## src/rtl/mem_access.sv

```systemverilog
// Memory-access stage: issues loads/stores on a req/ack data bus, aligns and extends load
// data, and presents a registered writeback bundle; stalls upstream while a bus op is open.
module mem_access #(
    parameter logic [31:0] TIMEOUT = 32'd256
) (
    input  logic        CLK,
    input  logic        RST,
    input  logic        FLUSH,
    output logic        MEM_WAIT,
    input  logic        IN_VALID,
    input  logic [31:0] IN_PC,
    input  logic        IN_REG_W_EN,
    input  logic [4:0]  IN_REG_W_RD,
    input  logic [31:0] IN_REG_W_DATA,
    input  logic        IN_CSR_W_EN,
    input  logic [11:0] IN_CSR_W_ADDR,
    input  logic [31:0] IN_CSR_W_DATA,
    input  logic        IN_MEM_R_EN,
    input  logic [4:0]  IN_MEM_R_RD,
    input  logic [31:0] IN_MEM_R_ADDR,
    input  logic [3:0]  IN_MEM_R_STRB,
    input  logic        IN_MEM_R_SIGNED,
    input  logic        IN_MEM_W_EN,
    input  logic [31:0] IN_MEM_W_ADDR,
    input  logic [3:0]  IN_MEM_W_STRB,
    input  logic [31:0] IN_MEM_W_DATA,
    input  logic        IN_JMP_DO,
    input  logic [31:0] IN_JMP_PC,
    input  logic        IN_EXC_EN,
    input  logic [3:0]  IN_EXC_CODE,
    output logic        DBUS_REQ,
    output logic        DBUS_WE,
    output logic [31:0] DBUS_ADDR,
    output logic [3:0]  DBUS_STRB,
    output logic [31:0] DBUS_WDATA,
    input  logic        DBUS_ACK,
    input  logic        DBUS_ERR,
    input  logic [31:0] DBUS_RDATA,
    output logic        WB_VALID,
    output logic [31:0] WB_PC,
    output logic        WB_REG_W_EN,
    output logic [4:0]  WB_REG_W_RD,
    output logic [31:0] WB_REG_W_DATA,
    output logic        WB_CSR_W_EN,
    output logic [11:0] WB_CSR_W_ADDR,
    output logic [31:0] WB_CSR_W_DATA,
    output logic        WB_JMP_DO,
    output logic [31:0] WB_JMP_PC,
    output logic        WB_EXC_EN,
    output logic [3:0]  WB_EXC_CODE
);

    typedef enum logic [1:0] {ST_IDLE, ST_BUS, ST_DRAIN} state_t;

    state_t      state_reg;
    logic [31:0] count_reg;
    logic        fault_reg;
    logic        load_reg;
    logic        signed_reg;
    logic [1:0]  lane_reg;
    logic [3:0]  strb_reg;
    logic [4:0]  load_rd_reg;
    logic [31:0] pc_reg;
    logic        reg_w_en_reg;
    logic [4:0]  reg_w_rd_reg;
    logic [31:0] reg_w_data_reg;
    logic        csr_w_en_reg;
    logic [11:0] csr_w_addr_reg;
    logic [31:0] csr_w_data_reg;
    logic        jmp_do_reg;
    logic [31:0] jmp_pc_reg;

    // Request decode: a load takes precedence when both enables are set.
    logic        is_load;
    logic        mem_op;
    logic [31:0] op_addr;
    logic [3:0]  op_strb;
    logic        misaligned;
    logic        timeout_hit;
    logic [31:0] rdata_shifted;
    logic [31:0] load_data;

    assign is_load    = IN_MEM_R_EN;
    assign mem_op     = IN_MEM_R_EN | IN_MEM_W_EN;
    assign op_addr    = IN_MEM_R_EN ? IN_MEM_R_ADDR : IN_MEM_W_ADDR;
    assign op_strb    = IN_MEM_R_EN ? IN_MEM_R_STRB : IN_MEM_W_STRB;
    assign misaligned = ((op_strb == 4'b0011) && op_addr[0]) ||
                        ((op_strb == 4'b1111) && (op_addr[1:0] != 2'b00));
    assign timeout_hit = (TIMEOUT != 32'd0) && (count_reg == TIMEOUT - 32'd1);
    assign MEM_WAIT   = (state_reg != ST_IDLE);

    assign rdata_shifted = DBUS_RDATA >> {lane_reg, 3'b000};

    always_comb begin
        load_data = rdata_shifted;
        case (strb_reg)
            4'b0001: load_data = {{24{signed_reg & rdata_shifted[7]}},  rdata_shifted[7:0]};
            4'b0011: load_data = {{16{signed_reg & rdata_shifted[15]}}, rdata_shifted[15:0]};
            default: load_data = rdata_shifted;
        endcase
    end

    always_ff @(posedge CLK) begin
        if (RST) begin
            state_reg      <= ST_IDLE;
            count_reg      <= '0;
            fault_reg      <= 1'b0;
            load_reg       <= 1'b0;
            signed_reg     <= 1'b0;
            lane_reg       <= '0;
            strb_reg       <= '0;
            load_rd_reg    <= '0;
            pc_reg         <= '0;
            reg_w_en_reg   <= 1'b0;
            reg_w_rd_reg   <= '0;
            reg_w_data_reg <= '0;
            csr_w_en_reg   <= 1'b0;
            csr_w_addr_reg <= '0;
            csr_w_data_reg <= '0;
            jmp_do_reg     <= 1'b0;
            jmp_pc_reg     <= '0;
            DBUS_REQ       <= 1'b0;
            DBUS_WE        <= 1'b0;
            DBUS_ADDR      <= '0;
            DBUS_STRB      <= '0;
            DBUS_WDATA     <= '0;
            WB_VALID       <= 1'b0;
            WB_PC          <= '0;
            WB_REG_W_EN    <= 1'b0;
            WB_REG_W_RD    <= '0;
            WB_REG_W_DATA  <= '0;
            WB_CSR_W_EN    <= 1'b0;
            WB_CSR_W_ADDR  <= '0;
            WB_CSR_W_DATA  <= '0;
            WB_JMP_DO      <= 1'b0;
            WB_JMP_PC      <= '0;
            WB_EXC_EN      <= 1'b0;
            WB_EXC_CODE    <= '0;
        end else begin
            // Writeback is a one-cycle pulse; every field is zero when not valid.
            WB_VALID      <= 1'b0;
            WB_PC         <= '0;
            WB_REG_W_EN   <= 1'b0;
            WB_REG_W_RD   <= '0;
            WB_REG_W_DATA <= '0;
            WB_CSR_W_EN   <= 1'b0;
            WB_CSR_W_ADDR <= '0;
            WB_CSR_W_DATA <= '0;
            WB_JMP_DO     <= 1'b0;
            WB_JMP_PC     <= '0;
            WB_EXC_EN     <= 1'b0;
            WB_EXC_CODE   <= '0;

            case (state_reg)
                ST_IDLE: begin
                    if (IN_VALID && !FLUSH) begin
                        if (mem_op && !IN_EXC_EN && !misaligned) begin
                            state_reg      <= ST_BUS;
                            count_reg      <= '0;
                            fault_reg      <= 1'b0;
                            load_reg       <= is_load;
                            signed_reg     <= IN_MEM_R_SIGNED;
                            lane_reg       <= op_addr[1:0];
                            strb_reg       <= op_strb;
                            load_rd_reg    <= IN_MEM_R_RD;
                            pc_reg         <= IN_PC;
                            reg_w_en_reg   <= IN_REG_W_EN;
                            reg_w_rd_reg   <= IN_REG_W_RD;
                            reg_w_data_reg <= IN_REG_W_DATA;
                            csr_w_en_reg   <= IN_CSR_W_EN;
                            csr_w_addr_reg <= IN_CSR_W_ADDR;
                            csr_w_data_reg <= IN_CSR_W_DATA;
                            jmp_do_reg     <= IN_JMP_DO;
                            jmp_pc_reg     <= IN_JMP_PC;
                            DBUS_REQ       <= 1'b1;
                            DBUS_WE        <= !is_load;
                            DBUS_ADDR      <= {op_addr[31:2], 2'b00};
                            DBUS_STRB      <= op_strb << op_addr[1:0];
                            DBUS_WDATA     <= is_load ? 32'd0 : (IN_MEM_W_DATA << {op_addr[1:0], 3'b000});
                        end else begin
                            WB_VALID      <= 1'b1;
                            WB_PC         <= IN_PC;
                            WB_REG_W_EN   <= IN_REG_W_EN;
                            WB_REG_W_RD   <= IN_REG_W_RD;
                            WB_REG_W_DATA <= IN_REG_W_DATA;
                            WB_CSR_W_EN   <= IN_CSR_W_EN;
                            WB_CSR_W_ADDR <= IN_CSR_W_ADDR;
                            WB_CSR_W_DATA <= IN_CSR_W_DATA;
                            WB_JMP_DO     <= IN_JMP_DO;
                            WB_JMP_PC     <= IN_JMP_PC;
                            WB_EXC_EN     <= IN_EXC_EN;
                            WB_EXC_CODE   <= IN_EXC_CODE;
                            if (!IN_EXC_EN && mem_op && misaligned) begin
                                WB_REG_W_EN <= 1'b0;
                                WB_EXC_EN   <= 1'b1;
                                WB_EXC_CODE <= is_load ? 4'd4 : 4'd6;
                            end
                        end
                    end
                end

                ST_BUS: begin
                    if (DBUS_ACK) begin
                        state_reg  <= ST_IDLE;
                        DBUS_REQ   <= 1'b0;
                        DBUS_WE    <= 1'b0;
                        DBUS_ADDR  <= '0;
                        DBUS_STRB  <= '0;
                        DBUS_WDATA <= '0;
                        if (!FLUSH) begin
                            WB_VALID      <= 1'b1;
                            WB_PC         <= pc_reg;
                            WB_CSR_W_EN   <= csr_w_en_reg;
                            WB_CSR_W_ADDR <= csr_w_addr_reg;
                            WB_CSR_W_DATA <= csr_w_data_reg;
                            WB_JMP_DO     <= jmp_do_reg;
                            WB_JMP_PC     <= jmp_pc_reg;
                            if (DBUS_ERR) begin
                                WB_EXC_EN   <= 1'b1;
                                WB_EXC_CODE <= load_reg ? 4'd5 : 4'd7;
                            end else if (load_reg) begin
                                WB_REG_W_EN   <= (load_rd_reg != 5'd0);
                                WB_REG_W_RD   <= load_rd_reg;
                                WB_REG_W_DATA <= load_data;
                            end else begin
                                WB_REG_W_EN   <= reg_w_en_reg;
                                WB_REG_W_RD   <= reg_w_rd_reg;
                                WB_REG_W_DATA <= reg_w_data_reg;
                            end
                        end
                    end else if (FLUSH) begin
                        // The bus cannot be aborted: keep requesting and throw the result away.
                        state_reg <= ST_DRAIN;
                        fault_reg <= 1'b0;
                        count_reg <= count_reg + 32'd1;
                    end else if (timeout_hit) begin
                        state_reg  <= ST_DRAIN;
                        fault_reg  <= 1'b1;
                        DBUS_REQ   <= 1'b0;
                        DBUS_WE    <= 1'b0;
                        DBUS_ADDR  <= '0;
                        DBUS_STRB  <= '0;
                        DBUS_WDATA <= '0;
                    end else begin
                        count_reg <= count_reg + 32'd1;
                    end
                end

                ST_DRAIN: begin
                    if (fault_reg) begin
                        state_reg <= ST_IDLE;
                        fault_reg <= 1'b0;
                        if (!FLUSH) begin
                            WB_VALID      <= 1'b1;
                            WB_PC         <= pc_reg;
                            WB_CSR_W_EN   <= csr_w_en_reg;
                            WB_CSR_W_ADDR <= csr_w_addr_reg;
                            WB_CSR_W_DATA <= csr_w_data_reg;
                            WB_JMP_DO     <= jmp_do_reg;
                            WB_JMP_PC     <= jmp_pc_reg;
                            WB_EXC_EN     <= 1'b1;
                            WB_EXC_CODE   <= load_reg ? 4'd5 : 4'd7;
                        end
                    end else if (DBUS_ACK || timeout_hit) begin
                        state_reg  <= ST_IDLE;
                        DBUS_REQ   <= 1'b0;
                        DBUS_WE    <= 1'b0;
                        DBUS_ADDR  <= '0;
                        DBUS_STRB  <= '0;
                        DBUS_WDATA <= '0;
                    end else begin
                        count_reg <= count_reg + 32'd1;
                    end
                end

                default: state_reg <= ST_IDLE;
            endcase
        end
    end

endmodule

```

## config.mk

```make
export PLATFORM = sky130hd
export DESIGN_NAME = mem_access
export DESIGN_NICKNAME = d
export VERILOG_FILES = /design/src/rtl/mem_access.sv
export SDC_FILE = /design/constraint.sdc
export NUM_CORES = 1
export LEC_CHECK = 0
export CAP_MARGIN = 20
export CORE_MARGIN = 4
export CORE_UTILIZATION = 30
export DETAILED_ROUTE_END_ITERATION = 7
export PLACE_DENSITY = 0.63
export SLEW_MARGIN = 20
export SYNTH_ARGS = -nofsm -noshare
export SYNTH_HDL_FRONTEND = slang
export SYNTH_SLANG_ARGS = --single-unit
export TNS_END_PERCENT = 30
```

## constraint.sdc

```tcl
create_clock -name CLK -period 2.2 [get_ports CLK]
set_input_delay 0.44 -clock CLK [delete_from_list [all_inputs] [get_ports CLK]]
set_output_delay 0.44 -clock CLK [all_outputs]
set_load 0.1 [all_outputs]
```

==> results by group <==
GRT
  • Initial antenna violation count: 5
  • Largest net degree at the start of global routing: 100
  • GR peak layer: met2
  • GRT Residual Overflow: 0
  • GRT Util Overall: 0.199
  • Met3 Use GR: 0.0567
  • Met2 Use GR: 0.341
  • First-pass GRT wire length: 99.5 mm
  • Vias in the first global route: 17,021
  • Grt met1 use: 0.249

Layout
  • Nets: 2,964
  • Layout Area Growth over Synthesis: 50.2%
  • Fillers: 5,470
  • Proportion of layout cells with a drive suffix above 1: 0.217
  • Final Util: 0.459
  • Cell Count, Final, Fillers Out: 3,447
  • Final instance area: 26,100 µm²

Route
  • Final ANT Viol Nets: 0
  • Drt total wl: 65.1 mm
  • WL per Instance: 18.9 µm
  • Remaining DRCs: 0
  • Number of vias per cell: 5.01
  • Initial DRC Count: 1,287
  • Drt first pass iters: 5
  • Vias: 17,276

Timing
  • Final setup margin: -0.390 ns
  • Final Hold Violating Endpoints: 0
  • FMAX: 0.386 GHz
  • RSZ-0062 raised after global routing: yes
  • Period utilization: 1.18
  • Slew @ Worst Pin: 0.771 ns
  • Final setup violation count: 102
  • Worst slew margin: 0.480
  • Max-slew violations: 0
  • Tmin final: 2.59 ns
  • Clock skew: 0.0168 ns

Floorplan
  • Chip height: 249 µm
  • Die width: 249 µm
  • Core area: 56,800 µm²
  • Die Area: 61,800 µm²
  • FP Rows: 87
  • I/O pin total: 528
  • Initial Util: 0.306

Logic synthesis
  • Post-synthesis cell count: 2,049
  • Async S/R FF share, synth: 0
  • Syn avg cell area: 8.47 µm²
  • Seq/Total Area, Yosys: 0.482
  • Synthesis-stage register bit count: 418
  • Post-synth EDFFs: 0
  • Post-synth top flop: dfxtp_1
  • Synth area leader: dfxtp_1
  • Ys Warns: 0
  • Yosys top cell area share: 0.482
  • Synth Cell Area: 17,400 µm²
  • Area contributors post-synth: dfxtp_1, nand2_1, a21oi_1, mux2i_1, a22oi_1
  • Count of different cell masters after synthesis: 61

Clock network
  • H-Tree Level Count: 2
  • Worst skew pair latency: 0.59 ns
  • Clock Tree Buf Depth: 3
  • Root Driver: clkbuf_16
  • CTS buffer count: 46
  • CTS Sinks: 418
  • Clock transition at path regs: 0.06 ns
  • # hold bufs at CTS: 0
  • TritonCTS clock tree: yes

Power
  • Peak VDD IR: 522 µV
  • Leakage: 0.0103 µW
  • PD cells: 744 nW/µm²

Worst setup path
  • Worst EP required: 2.67 ns
  • Critical path type: flop to flop
  • WP data arrival: 3.06 ns
  • Element type at the critical path end: flop
  • Worst setup SP type: flop
  • Max FO, Critical Path: 7

Placement
  • Post-DP HPWL: 49.1 mm
  • PortBufs: 525
  • Dpl cell area: 24,300 µm²
  • GPL Wtd Cong: 0.926
  • Post-placement cell count: 3,359

Worst hold path
  • Worst hold path type: input port to flop

Outcome
  • Failing checks: setup timing
  • Outcome: finished with violations

Flow run
  • Max-cap violations: 0
-- per-stage QoR --
step / setup TNS, ns / hold WS [ns] / total power [µW] / setup slack, ns
2_1_floorplan: -12.14 / 0.433 / 9890 / -0.193
3_3_place_gp: -203.69 / 0.440 / 11300 / -0.664
3_5_place_dp: -213.92 / 0.446 / 11300 / -0.645
4_1_cts: -32.75 / 0.0906 / 19600 / -0.384
5_1_grt: -37.47 / 0.106 / 20100 / -0.420
6_report: -32.84 / 0.135 / 19400 / -0.390
-- cell families after synthesis --
logic type      after synthesis  synth area share
simple gates                796             0.193
compound gates              491             0.181
flops                       418             0.482
buf+inv                     174            0.0404
mux                         164            0.0993
fa+ha+maj                     5           0.00360
other cells                   1          0.000216
-- what timing repair did --
item	in CTS	in global routing
setup endpoints to repair	103	294
setup buffers	3	2
hold endpoints to repair	0	0
resized for setup	10	14
pin swaps	2	3
cloned	0	0
-- layer usage --
| layer | part of all wire | wire, µm |
|---|---|---|
| met1 | 0.42 | 27200 |
| met3 | 0.081 | 5280 |
| met5 | 0.00020 | 13 |
| met2 | 0.48 | 31300 |
| met4 | 0.020 | 1270 |
-- path summary, 6_finish.rpt --
path / startpoint / depth (start not counted) / slack, ns / to
max: count_reg[12] / 8 / -0.39 / count_reg[10]
min: RST / 2 / 0.14 / strb_reg[3]
max reg2reg: count_reg[12] / 8 / -0.39 / count_reg[10]
min reg2reg: csr_w_data_reg[9] / 2 / 0.45 / csr_w_data_reg[9]
-- cells in the final DEF, fill, tap and decap left out, types with 5 or more instances in the layout --
master / n
o21ai_0: 24
o2bb2ai_1: 17
mux2i_1: 106
nor3_1: 14
inv_1: 6
o31ai_1: 21
a211oi_1: 14
nor2_1: 185
clkbuf_8: 12
mux2_2: 46
a31oi_1: 5
and4_1: 6
mux2_1: 6
buf_12: 32
clkinv_2: 5
clkbuf_16: 47
nand2b_1: 7
buf_4: 385
nand3_1: 28
clkdlybuf4s50_1: 300
nand4_1: 13
bufinv_16: 6
o211ai_1: 13
nor2b_1: 27
a32o_1: 6
a22o_1: 16
dfxtp_1: 416
or4_1: 12
a21oi_1: 214
nor4_1: 7
a22oi_1: 126
nand2_1: 465
-- area by class of cell --
type	instances	area, µm²	share of cell area
Multi-Input combinational cell	1458	8500	0.326
Timing Repair Buffer	722	6590	0.253
Tap cell	756	946	0.0363
Antenna cell	4	10.0	0.000384
Inverter	10	41.3	0.00158
Clock buffer	63	1360	0.0520
Clock inverter	16	263	0.0101
Sequential cell	418	8370	0.321
-- critical path, stage by stage, from the launching register on --
cell	delay, ns
dfxtp_2	0.32
or4_4	0.55
or4_4	0.61
buf_4	0.18
o21ai_4	0.13
o21a_4	0.20
nor3_1	0.07
buf_4	0.17
a32o_1	0.25
-- cells in the mapped netlist (2+ instances only) --
master	n
nand4b_1	4
or2_2	2
mux2_1	10
o2bb2ai_1	18
or3_1	3
dfxtp_1	418
nor4b_1	2
o31ai_1	23
o41ai_1	2
a22o_1	16
nand4_1	13
a22oi_1	126
buf_6	2
buf_2	12
a32o_1	6
a211oi_1	15
nor2b_1	27
inv_1	8
o311ai_0	3
o211ai_1	13
nor4_1	7
buf_1	15
and4_1	6
buf_4	5
nor3b_1	4
mux2_2	46
mux2i_1	107
o21ai_0	28
a31oi_1	6
a21oi_1	217
and2_1	2
o21ai_1	3
o22a_1	2
nand3_1	29
nand2_1	465
and3_1	4
nor3_1	16
nand3b_1	2
o31a_1	2
or4_1	14
nand2b_1	7
clkbuf_1	130
nor2_1	186
o2111ai_1	2
ha_1	5
-- power by group --
| part | internal, µW | leakage (µW) | switching [µW] |
|---|---|---|---|
| Sequential | 7780 | 0.00339 | 115 |
| Clock | 5020 | 0.000804 | 3200 |
| Combinational | 1270 | 0.00616 | 2010 |
No activity file was read; power rests on OpenSTA's default activity.
==> variant, RTL diff (config.mk and constraints unchanged) <==
Make the reset (`RST`) asynchronous in one clocked block.
--- a/src/rtl/mem_access.sv
+++ b/src/rtl/mem_access.sv
@@ -100,7 +100,7 @@
         endcase
     end
 
-    always_ff @(posedge CLK) begin
+    always_ff @(posedge CLK or posedge RST) begin
         if (RST) begin
             state_reg      <= ST_IDLE;
             count_reg      <= '0;
Function: not settled (the Yosys comparison gave no result); the edit may change what the design does.
==> variant against the original RTL <==
Utilization is 0.33 points higher. Worst setup slack worse by 0.10 ns. The run still ends with setup timing left. Final area is 9.2% higher. Critical path type unchanged. Via count is 9.2% lower. Synthesized area is 7.2% higher. Wire length is 1.1% higher. Fmax is 3.8% lower. Sequential cell count stayed put. Synthesized cell count is 21% lower.
Power is not compared: it rests on default switching activity, and its combinational part moved more than twofold at a synthesized area within 25%.
==> variant: results <==
<?xml version="1.0" encoding="UTF-8"?>
<metrics>
  <group name="layout">
    <metric name="finish.net_count" unit="">2592</metric>
  </group>
  <group name="setup_path">
    <metric name="ff2ff_path_depth" unit="">11</metric>
    <metric name="r2r-end" unit="">DBUS_WDATA[26]</metric>
  </group>
  <group name="run_status">
    <metric name="violated_checks" unit="">setup timing</metric>
    <metric name="run_status" unit="">complete, but fails checks</metric>
  </group>
  <group name="routing">
    <metric name="finalWirelength" unit="mm">65.79</metric>
    <metric name="avgViaCountPerCell" unit="">4.967</metric>
    <metric name="routed-wl-met2" unit="mm">31.75</metric>
    <metric name="wl_met3" unit="mm">4.786</metric>
    <metric name="detailedRoute.firstIterationViolations" unit="">737</metric>
  </group>
  <group name="global_routing">
    <metric name="grt_first_pass_wirelength" unit="mm">98.73</metric>
    <metric name="antenna_found_initial" unit="">6</metric>
    <metric name="number_of_global_route_vias_before_repair" unit="">16610</metric>
    <metric name="grt_util_all_layers" unit="%">18.93</metric>
    <metric name="maximum_number_of_pins_on_one_net_before_global_route_repair" unit="">85</metric>
    <metric name="groute.layer.met2.usage" unit="%">32.01</metric>
  </group>
  <group name="placement">
    <metric name="dpl.hpwl" unit="mm">47.43</metric>
    <metric name="finalWeightedCongestion" unit="">0.9393</metric>
    <metric name="postPlaceCellArea" unit="sq mm">0.02567</metric>
    <metric name="place_ws" unit="ns">-1.006</metric>
  </group>
  <group name="logic_synthesis">
    <metric name="syn_avg_cell_area" unit="sq um">11.54</metric>
    <metric name="synth.mux.area_fraction" unit="%">17.70</metric>
    <metric name="post_synth_fa_ha_maj_area_fraction" unit="%">0.4034</metric>
    <metric name="synth-main-ff-cell" unit="">sky130_fd_sc_hd__dfrtp_1</metric>
    <metric name="synthTopCellsByCount" unit="">sky130_fd_sc_hd__dfrtp_1, sky130_fd_sc_hd__nor2_1, sky130_fd_sc_hd__mux2_2, sky130_fd_sc_hd__a22oi_1, sky130_fd_sc_hd__clkbuf_1</metric>
    <metric name="synth.yosys.seq_area_share" unit="%">56.21</metric>
    <metric name="synth_compound_gate_area_share" unit="%">13.03</metric>
    <metric name="synth_cell_type_count" unit="">55</metric>
  </group>
  <group name="hold_path">
    <metric name="min-delay-path-class" unit="">in -&gt; async</metric>
  </group>
  <group name="sta">
    <metric name="finalSetupViolations" unit="">107</metric>
    <metric name="fin_skew" unit="ns">0.01638</metric>
    <metric name="setup-tns-final" unit="ns">-37.05</metric>
    <metric name="timing.slew.headroom" unit="%">53.62</metric>
    <metric name="worst_path_setup_slack_after_routing" unit="ns">-0.4932</metric>
  </group>
  <group name="cts">
    <metric name="post_cts_resize_count" unit="">125</metric>
  </group>
</metrics>
==> variant: power by group <==
| group | switching [mW] | internal, mW |
|---|---|---|
| Combinational | 11.5 | 5.84 |
| Sequential | 1.38 | 10.1 |
| Clock | 3.25 | 4.69 |
==> variant: area by class of cell <==
type	count	area (sq um)	area share, %
flip-flops and latches	418	10460	36.75
multi-input cells	1049	8295	29.14
repair buffers	748	7014	24.64
clock buffers	67	1330	4.672
well taps	837	1047	3.679
clock inverters	16	230.2	0.8087
inverters	20	81.33	0.2857
diodes	3	7.507	0.02637
==> variant: how the worst max path moves through the flow <==
stage	start	to	slack, ns	cells after the start
after floorplan	RST	DBUS_ADDR[10]	-3.88	1
after global routing	count_reg[21]	DBUS_WDATA[26]	-0.62	10
after detailed placement	IN_MEM_W_ADDR[0]	count_reg[31]	-1.01	8
after global placement	IN_MEM_W_ADDR[0]	jmp_pc_reg[17]	-0.98	9
after CTS	count_reg[1]	DBUS_WDATA[29]	-0.50	12
final	count_reg[1]	DBUS_WDATA[26]	-0.49	11
